`src/rtl/matrix_scan_scheduler.sv`:
```
// matrix_scan_scheduler
//   Sequences one matrix frame for output_module. It reads each word from the
//   frame buffer, holds it on data_out, and then issues one strobe per word:
//   new_image for (0,0), new_column for word 0 of every later column, and
//   next_data for the remaining words. The next word is paced on tx_finish.
//
//   Optional feature: define SCAN_DWELL_EN to hold each column for
//   DWELL_CYCLES extra cycles. The hold comes before every column advance
//   and before frame_done.
//
// Ports
//   clk, rst                 clock, asynchronous active-high reset
//   enable                   level; frames may start and continue while high
//   frame_start              single-cycle frame request
//   extra_bit_cfg            sampled at frame accept, drives extra_bit
//   rd_en, rd_addr, rd_data  frame-buffer read port (1-cycle read latency)
//   data_out                 current word, one SPI_SIZE lane per channel
//   new_image, new_column,
//   next_data                one-cycle strobes to output_module
//   extra_bit                to output_module
//   tx_finish                output_module idle
//   busy, frame_done         frame status
//   col_idx                  current column
module matrix_scan_scheduler #(
   parameter int unsigned CHANNEL_NUMBER   = 3,
   parameter int unsigned SPI_SIZE         = 8,
   parameter int unsigned COLUMNS          = 16,
   parameter int unsigned WORDS_PER_COLUMN = 8,
   parameter int unsigned ADDR_WIDTH       = (COLUMNS * WORDS_PER_COLUMN > 1) ?
                                             $clog2(COLUMNS * WORDS_PER_COLUMN) : 1,
   parameter int unsigned DWELL_CYCLES     = 64,
   localparam int unsigned COL_W           = (COLUMNS > 1) ? $clog2(COLUMNS) : 1
) (
   input  logic                                     clk,
   input  logic                                     rst,
   input  logic                                     enable,
   input  logic                                     frame_start,
   input  logic                                     extra_bit_cfg,
   output logic                                     rd_en,
   output logic [ADDR_WIDTH-1:0]                    rd_addr,
   input  logic [SPI_SIZE*CHANNEL_NUMBER-1:0]       rd_data,
   output logic [CHANNEL_NUMBER-1:0][SPI_SIZE-1:0]  data_out,
   output logic                                     new_image,
   output logic                                     new_column,
   output logic                                     next_data,
   output logic                                     extra_bit,
   input  logic                                     tx_finish,
   output logic                                     busy,
   output logic                                     frame_done,
   output logic [COL_W-1:0]                         col_idx
);

   localparam int unsigned WORD_W = (WORDS_PER_COLUMN > 1) ? $clog2(WORDS_PER_COLUMN) : 1;
   localparam logic [COL_W-1:0]  COL_LAST  = COL_W'(COLUMNS - 1);
   localparam logic [WORD_W-1:0] WORD_LAST = WORD_W'(WORDS_PER_COLUMN - 1);

   typedef enum logic [2:0] {
      S_IDLE,
      S_FETCH,
      S_ISSUE,
      S_ACK,
      S_WAIT,
      S_DWELL
   } state_t;

   state_t state, state_n;

   logic [COL_W-1:0]                         col_n;
   logic [WORD_W-1:0]                        word, word_n;
   logic                                     rd_en_n;
   logic [ADDR_WIDTH-1:0]                    rd_addr_n;
   logic                                     rd_vld;
   logic [CHANNEL_NUMBER-1:0][SPI_SIZE-1:0]  data_n;
   logic                                     new_image_n, new_column_n, next_data_n;
   logic                                     extra_bit_n, busy_n, frame_done_n;
   logic                                     pending, pending_n;
   logic                                     col_step;

`ifdef SCAN_DWELL_EN
   localparam int unsigned DWELL_CNT_W = 16;
   logic [DWELL_CNT_W-1:0] dwell_cnt, dwell_cnt_n;
`endif

   // Flat frame-buffer address of (column, word).
   function automatic logic [ADDR_WIDTH-1:0] addr_of(input logic [COL_W-1:0]  c,
                                                     input logic [WORD_W-1:0] w);
      return ADDR_WIDTH'(32'(c) * WORDS_PER_COLUMN + 32'(w));
   endfunction

   // State register.
   always_ff @(posedge clk or posedge rst) begin
      if (rst) state <= S_IDLE;
      else     state <= state_n;
   end

   // Next-state and next-output logic.
   always_comb begin
      state_n      = state;
      col_n        = col_idx;
      word_n       = word;
      rd_en_n      = 1'b0;
      rd_addr_n    = rd_addr;
      data_n       = data_out;
      new_image_n  = 1'b0;
      new_column_n = 1'b0;
      next_data_n  = 1'b0;
      extra_bit_n  = extra_bit;
      busy_n       = busy;
      frame_done_n = 1'b0;
      pending_n    = pending | frame_start;
      col_step     = 1'b0;
`ifdef SCAN_DWELL_EN
      dwell_cnt_n  = dwell_cnt;
`endif

      case (state)
         // A request arriving with frame_done is held pending for one more cycle.
         S_IDLE: begin
            if (enable && (frame_start || pending) && !frame_done) begin
               col_n       = '0;
               word_n      = '0;
               extra_bit_n = extra_bit_cfg;
               busy_n      = 1'b1;
               pending_n   = 1'b0;
               rd_en_n     = 1'b1;
               rd_addr_n   = '0;
               state_n     = S_FETCH;
            end
         end
         // Stay here until the read data is actually on rd_data.
         S_FETCH: begin
            if (rd_vld) begin
               data_n  = rd_data;
               state_n = S_ISSUE;
            end
         end
         S_ISSUE: begin
            if (tx_finish) begin
               if (col_idx == '0 && word == '0) new_image_n  = 1'b1;
               else if (word == '0)             new_column_n = 1'b1;
               else                             next_data_n  = 1'b1;
               state_n = S_ACK;
            end
         end
         // tx_finish is still stale here: output_module has not left idle yet.
         S_ACK: state_n = S_WAIT;
         S_WAIT: begin
            if (tx_finish) begin
               if (!enable) begin
                  busy_n  = 1'b0;
                  state_n = S_IDLE;
               end else if (word != WORD_LAST) begin
                  word_n    = word + WORD_W'(1);
                  rd_en_n   = 1'b1;
                  rd_addr_n = addr_of(col_idx, word_n);
                  state_n   = S_FETCH;
               end else begin
`ifdef SCAN_DWELL_EN
                  dwell_cnt_n = '0;
                  state_n     = S_DWELL;
`else
                  col_step    = 1'b1;
`endif
               end
            end
         end
`ifdef SCAN_DWELL_EN
         S_DWELL: begin
            if (!enable) begin
               busy_n  = 1'b0;
               state_n = S_IDLE;
            end else if (32'(dwell_cnt) + 32'd1 >= DWELL_CYCLES) begin
               col_step = 1'b1;
            end else begin
               dwell_cnt_n = dwell_cnt + DWELL_CNT_W'(1);
            end
         end
`endif
         default: state_n = S_IDLE;
      endcase

      // Either advance to the next column or close the frame.
      if (col_step) begin
         if (col_idx != COL_LAST) begin
            col_n     = col_idx + COL_W'(1);
            word_n    = '0;
            rd_en_n   = 1'b1;
            rd_addr_n = addr_of(col_n, '0);
            state_n   = S_FETCH;
         end else begin
            frame_done_n = 1'b1;
            busy_n       = 1'b0;
            state_n      = S_IDLE;
         end
      end
   end

   // Registered datapath and outputs.
   always_ff @(posedge clk or posedge rst) begin
      if (rst) begin
         col_idx    <= '0;
         word       <= '0;
         rd_en      <= 1'b0;
         rd_addr    <= '0;
         rd_vld     <= 1'b0;
         data_out   <= '0;
         new_image  <= 1'b0;
         new_column <= 1'b0;
         next_data  <= 1'b0;
         extra_bit  <= 1'b0;
         busy       <= 1'b0;
         frame_done <= 1'b0;
         pending    <= 1'b0;
      end else begin
         col_idx    <= col_n;
         word       <= word_n;
         rd_en      <= rd_en_n;
         rd_addr    <= rd_addr_n;
         rd_vld     <= rd_en;
         data_out   <= data_n;
         new_image  <= new_image_n;
         new_column <= new_column_n;
         next_data  <= next_data_n;
         extra_bit  <= extra_bit_n;
         busy       <= busy_n;
         frame_done <= frame_done_n;
         pending    <= pending_n;
      end
   end

`ifdef SCAN_DWELL_EN
   // Dwell counter.
   always_ff @(posedge clk or posedge rst) begin
      if (rst) dwell_cnt <= '0;
      else     dwell_cnt <= dwell_cnt_n;
   end
`endif

endmodule
```
`config.mk`:
```
export PLATFORM = sky130hd
export DESIGN_NAME = matrix_scan_scheduler
export DESIGN_NICKNAME = d
export VERILOG_FILES = /design/src/rtl/matrix_scan_scheduler.sv
export SDC_FILE = /design/constraint.sdc
export NUM_CORES = 1
export LEC_CHECK = 0
export CAP_MARGIN = 20
export CELL_PAD_IN_SITES_DETAIL_PLACEMENT = 1
export CELL_PAD_IN_SITES_GLOBAL_PLACEMENT = 1
export CORE_ASPECT_RATIO = 0.9
export CORE_MARGIN = 4
export CORE_UTILIZATION = 32
export DETAILED_ROUTE_END_ITERATION = 8
export GPL_TIMING_DRIVEN = 0
export PLACE_DENSITY_LB_ADDON = 0.08
export SYNTH_ARGS = -nofsm -noshare
export SYNTH_HDL_FRONTEND = slang
export SYNTH_SLANG_ARGS = --single-unit
```
`constraint.sdc`:
```
create_clock -name clk -period 1.8 [get_ports clk]
set_input_delay 0.36 -clock clk [delete_from_list [all_inputs] [get_ports clk]]
set_output_delay 0.36 -clock clk [all_outputs]
set_load 0.03 [all_outputs]
```
==> results of run 1 <==
-- flip-flops by register name, indices dropped and copies added, names as in the netlist --
| register | count |
|---|---|
| data_out | 24 |
| pending | 1 |
| new_column | 1 |
| new_image | 1 |
| rd_addr | 7 |
| col_idx | 4 |
| word | 3 |
| busy | 1 |
| extra_bit | 1 |
| frame_done | 1 |
| state | 3 |
| next_data | 1 |
| rd_en | 1 |
| rd_vld | 1 |
-- worst register-to-register path: cells and delay by family, from the launching register on --
| kind | cells | cell delay (ps) |
|---|---|---|
| buffers and inverters | 1 | 130 |
| DFF | 1 | 430 |
| AOI/OAI and AO/OA | 2 | 450 |
| and+or+nand+nor | 2 | 760 |
-- per-layer routing --
metal	GRT usage	share of wire	vias to the layer above	routed length (um)
li1	-	-	805	-
met1	0.191	0.45	826	2370
met4	0.0367	0.013	0	70
met2	0.203	0.45	47	2380
met3	0.0495	0.081	7	423
met5	0	0	-	0
-- synthesized netlist by cell type (2+ instances only) --
cell type / count / share of area
a211oi_1: 2 / 0.0069
a21oi_1: 4 / 0.0091
a22o_1: 4 / 0.016
and2_1: 2 / 0.0057
buf_2: 2 / 0.0046
buf_6: 3 / 0.015
clkbuf_1: 3 / 0.0051
dfrtp_1: 50 / 0.57
ha_1: 6 / 0.034
inv_1: 11 / 0.019
mux2_2: 26 / 0.13
nand2_1: 11 / 0.019
nand2b_1: 2 / 0.0057
nand3_1: 6 / 0.014
nor2_1: 14 / 0.024
nor2b_1: 3 / 0.0086
nor4b_1: 2 / 0.0080
o21a_1: 3 / 0.010
o21ai_0: 3 / 0.0069
o22ai_1: 2 / 0.0057
o2bb2ai_1: 2 / 0.0080
or3_1: 2 / 0.0057
-- final cells by class --
cell class	instances	area (um2)	share of cell area
sequential	50	1250	0.386
multi-input combinational	110	883	0.272
timing repair buffer	83	821	0.253
tap	90	113	0.0347
clock buffer	6	82.6	0.0255
inverter	11	41.3	0.0127
buffer	6	38.8	0.0120
clock inverter	2	12.5	0.00386
-- worst paths after layout --
| check | from | endpoint | cells after the start |
|---|---|---|---|
| worst min register to register | rd_en$_DFF_PP0_ | rd_vld$_DFF_PP0_ | 0 |
| worst min-delay path | rst | data_out[20]$_DFFE_PP0P_ | 2 |
| min in group clk | rd_en$_DFF_PP0_ | rd_vld$_DFF_PP0_ | 0 |
| max in group asynchronous | rst | state[1]$_DFFE_PP0P_ | 3 |
| worst max register to register | state[1]$_DFFE_PP0P_ | rd_addr[4]$_DFF_PP0_ | 5 |
| worst max-delay path | state[1]$_DFFE_PP0P_ | rd_addr[4]$_DFF_PP0_ | 5 |
-- stage by stage --
stage	cells	cell area (um2)	TNS (ps)	power, mW
6_report	358	3240	-217	4.93
5_1_grt	358	3240	-575	5.29
4_1_cts	353	3170	-578	4.91
3_5_place_dp	342	3040	-9480	4.13
3_3_place_gp	340	3010	-53780	4.09
2_1_floorplan	179	2190	-610	3.19
-- layout by cell type (no fill, tap or decap), types with 2 or more instances in the layout --
| cell type | netlist | layout |
|---|---|---|
| a211oi_1 | 2 | 2 |
| a21oi_1 | 4 | 4 |
| a22o_1 | 4 | 4 |
| and2_1 | 2 | 2 |
| buf_4 | 0 | 10 |
| buf_6 | 3 | 3 |
| clkbuf_1 | 3 | 2 |
| clkbuf_8 | 0 | 6 |
| clkdlybuf4s50_1 | 0 | 67 |
| dfrtp_1 | 50 | 49 |
| dlygate4sd2_1 | 0 | 2 |
| dlymetal6s2s_1 | 0 | 2 |
| ha_1 | 6 | 6 |
| inv_1 | 11 | 9 |
| inv_2 | 0 | 2 |
| mux2_2 | 26 | 26 |
| nand2_1 | 11 | 11 |
| nand2b_1 | 2 | 2 |
| nand3_1 | 6 | 6 |
| nor2_1 | 14 | 12 |
| nor2b_1 | 3 | 3 |
| o21a_1 | 3 | 3 |
| o21ai_0 | 3 | 3 |
| o22ai_1 | 2 | 2 |
| o2bb2ai_2 | 0 | 2 |
| or3_1 | 2 | 2 |
-- power breakdown --
group	switching (mW)	internal, mW
Combinational	1.30	1.24
Sequential	0.202	1.51
Clock	0.367	0.310
-- repair_timing --
action	in CTS	in global routing
endpoints found under the hold margin	0	0
buffers inserted	3	7
endpoints found under the setup margin	31	33
gates cloned	1	0
pin swaps	2	6
gates resized for setup	8	13
-- logic make-up (layout without fill, tap and decap cells) --
| kind of cell | after synthesis | count (layout) | synth area share |
|---|---|---|---|
| compound gates | 27 | 27 | 0.0903 |
| xor+xnor | 1 | 1 | 0.00400 |
| simple gates | 49 | 49 | 0.117 |
| buf+inv | 19 | 108 | 0.0440 |
| fa+ha+maj | 6 | 6 | 0.0343 |
| mux | 27 | 27 | 0.139 |
| flops | 50 | 50 | 0.571 |
==> summary.txt, run 1 <==
Status = finished with violations
Failing checks = negative setup slack
Post-route DRC = 0
Hpwl dp = 3830 um
Die Width = 95.2 um
N_diodes = 0
Final Max Slew Viols = 0
Slowest CP cell = or4_4
Slew @ Worst Pin = 463 ps
Largest net degree at the start of global routing = 31
Synth warn = 0
HP Class = input port to asynchronous set/reset pin
CP Data Required Time = 1990 ps
Number of CTS-inserted buffers = 5
Slew margin rel. = 0.691
Layout cells sized above 1 = 0.228
Pre-CTS setup slack = -519 ps
P_leak = 1.40 nW
Max Buffers Root-to-Sink = 2
Reg2reg setup slack = -90 ps
Post-synthesis cell area = 2190 um2
P per Cell Area = 1520 nW/um2
Yosys cell types = 38
Die H = 86.5 um
Clock transition at the registers of the reported paths = 90 ps
Sequential fraction of the synthesis area = 0.571
GRT Total Usage = 0.137
Synth async-reset ratio = 1.00
CTS root buf = clkbuf_8
Cells along the critical path = or2_4 > or4_4 > o21a_1 > buf_6 > a221o_1
Initial DRC count = 30
Min Hold Slack = 386 ps
RSZ-0062 raised after global routing = yes
Core Box Area = 6620 um2
CTS tree = yes
Prevailing post-synth register cell = dfrtp_1
Worst EP arrival = 2080 ps
Clk Latency, worst-skew pair = 300 ps
Starting Density = 0.331
Crit path max-delay family = simple AND/OR/NAND/NOR gates
Routed WL = 5250 um
Fin crit period = 1890 ps
Syn_nets = 215
Post-Syn Instances = 179
IO Port Bufs = 71
Pre-Repair DR Iteration Count = 2
Post-layout util = 0.490
Area growth, synth to finish = 48.2%
Gr ovfl total = 0
CP Capture Type = flop
CP peak stage delay = 520 ps
Clock skew = 7.86 ps
Syn_area_per_cell = 12.2 um2
Post-synth EDFFs = 0
Hold-fix buffers, CTS = 0
Crit-path max FO = 5
WL/cell = 14.7 um
CTS Sinks = 50
Crit share post-route = 1.05
Gpl congestion = 0.687
FILL cells = 722
Setup CP Type = flop to flop
Max Freq = 530 MHz
Final net count = 303
Vias = 1,685
H-tree depth = 2
Worst Path Buf+Inv = 1
#FFs+latches synth = 50
Antenna Nets Post-Route = 0
Endpoints failing setup = 5
Peak VDD IR = 0.000772 V
I/O pin count = 72
Max_cap viols = 0
Initial antenna violation count = 0
Crit start category = flop
Number of global-route vias before repair = 1,746
Setup ws final = -86.6 ps
Final-report hold violation count = 0
First-pass GRT wire length = 8750 um
Vias per cell = 4.71
Die footprint = 8230 um2
# rows = 28
Note: power is estimated with default switching activity, not from simulation.
==> run 2, diff against run 1 <==
- CTS_CLUSTER_SIZE: default -> 24
==> results of run 2 <==
Same layout as run 1: the final DEF is identical, and so are final timing and power.
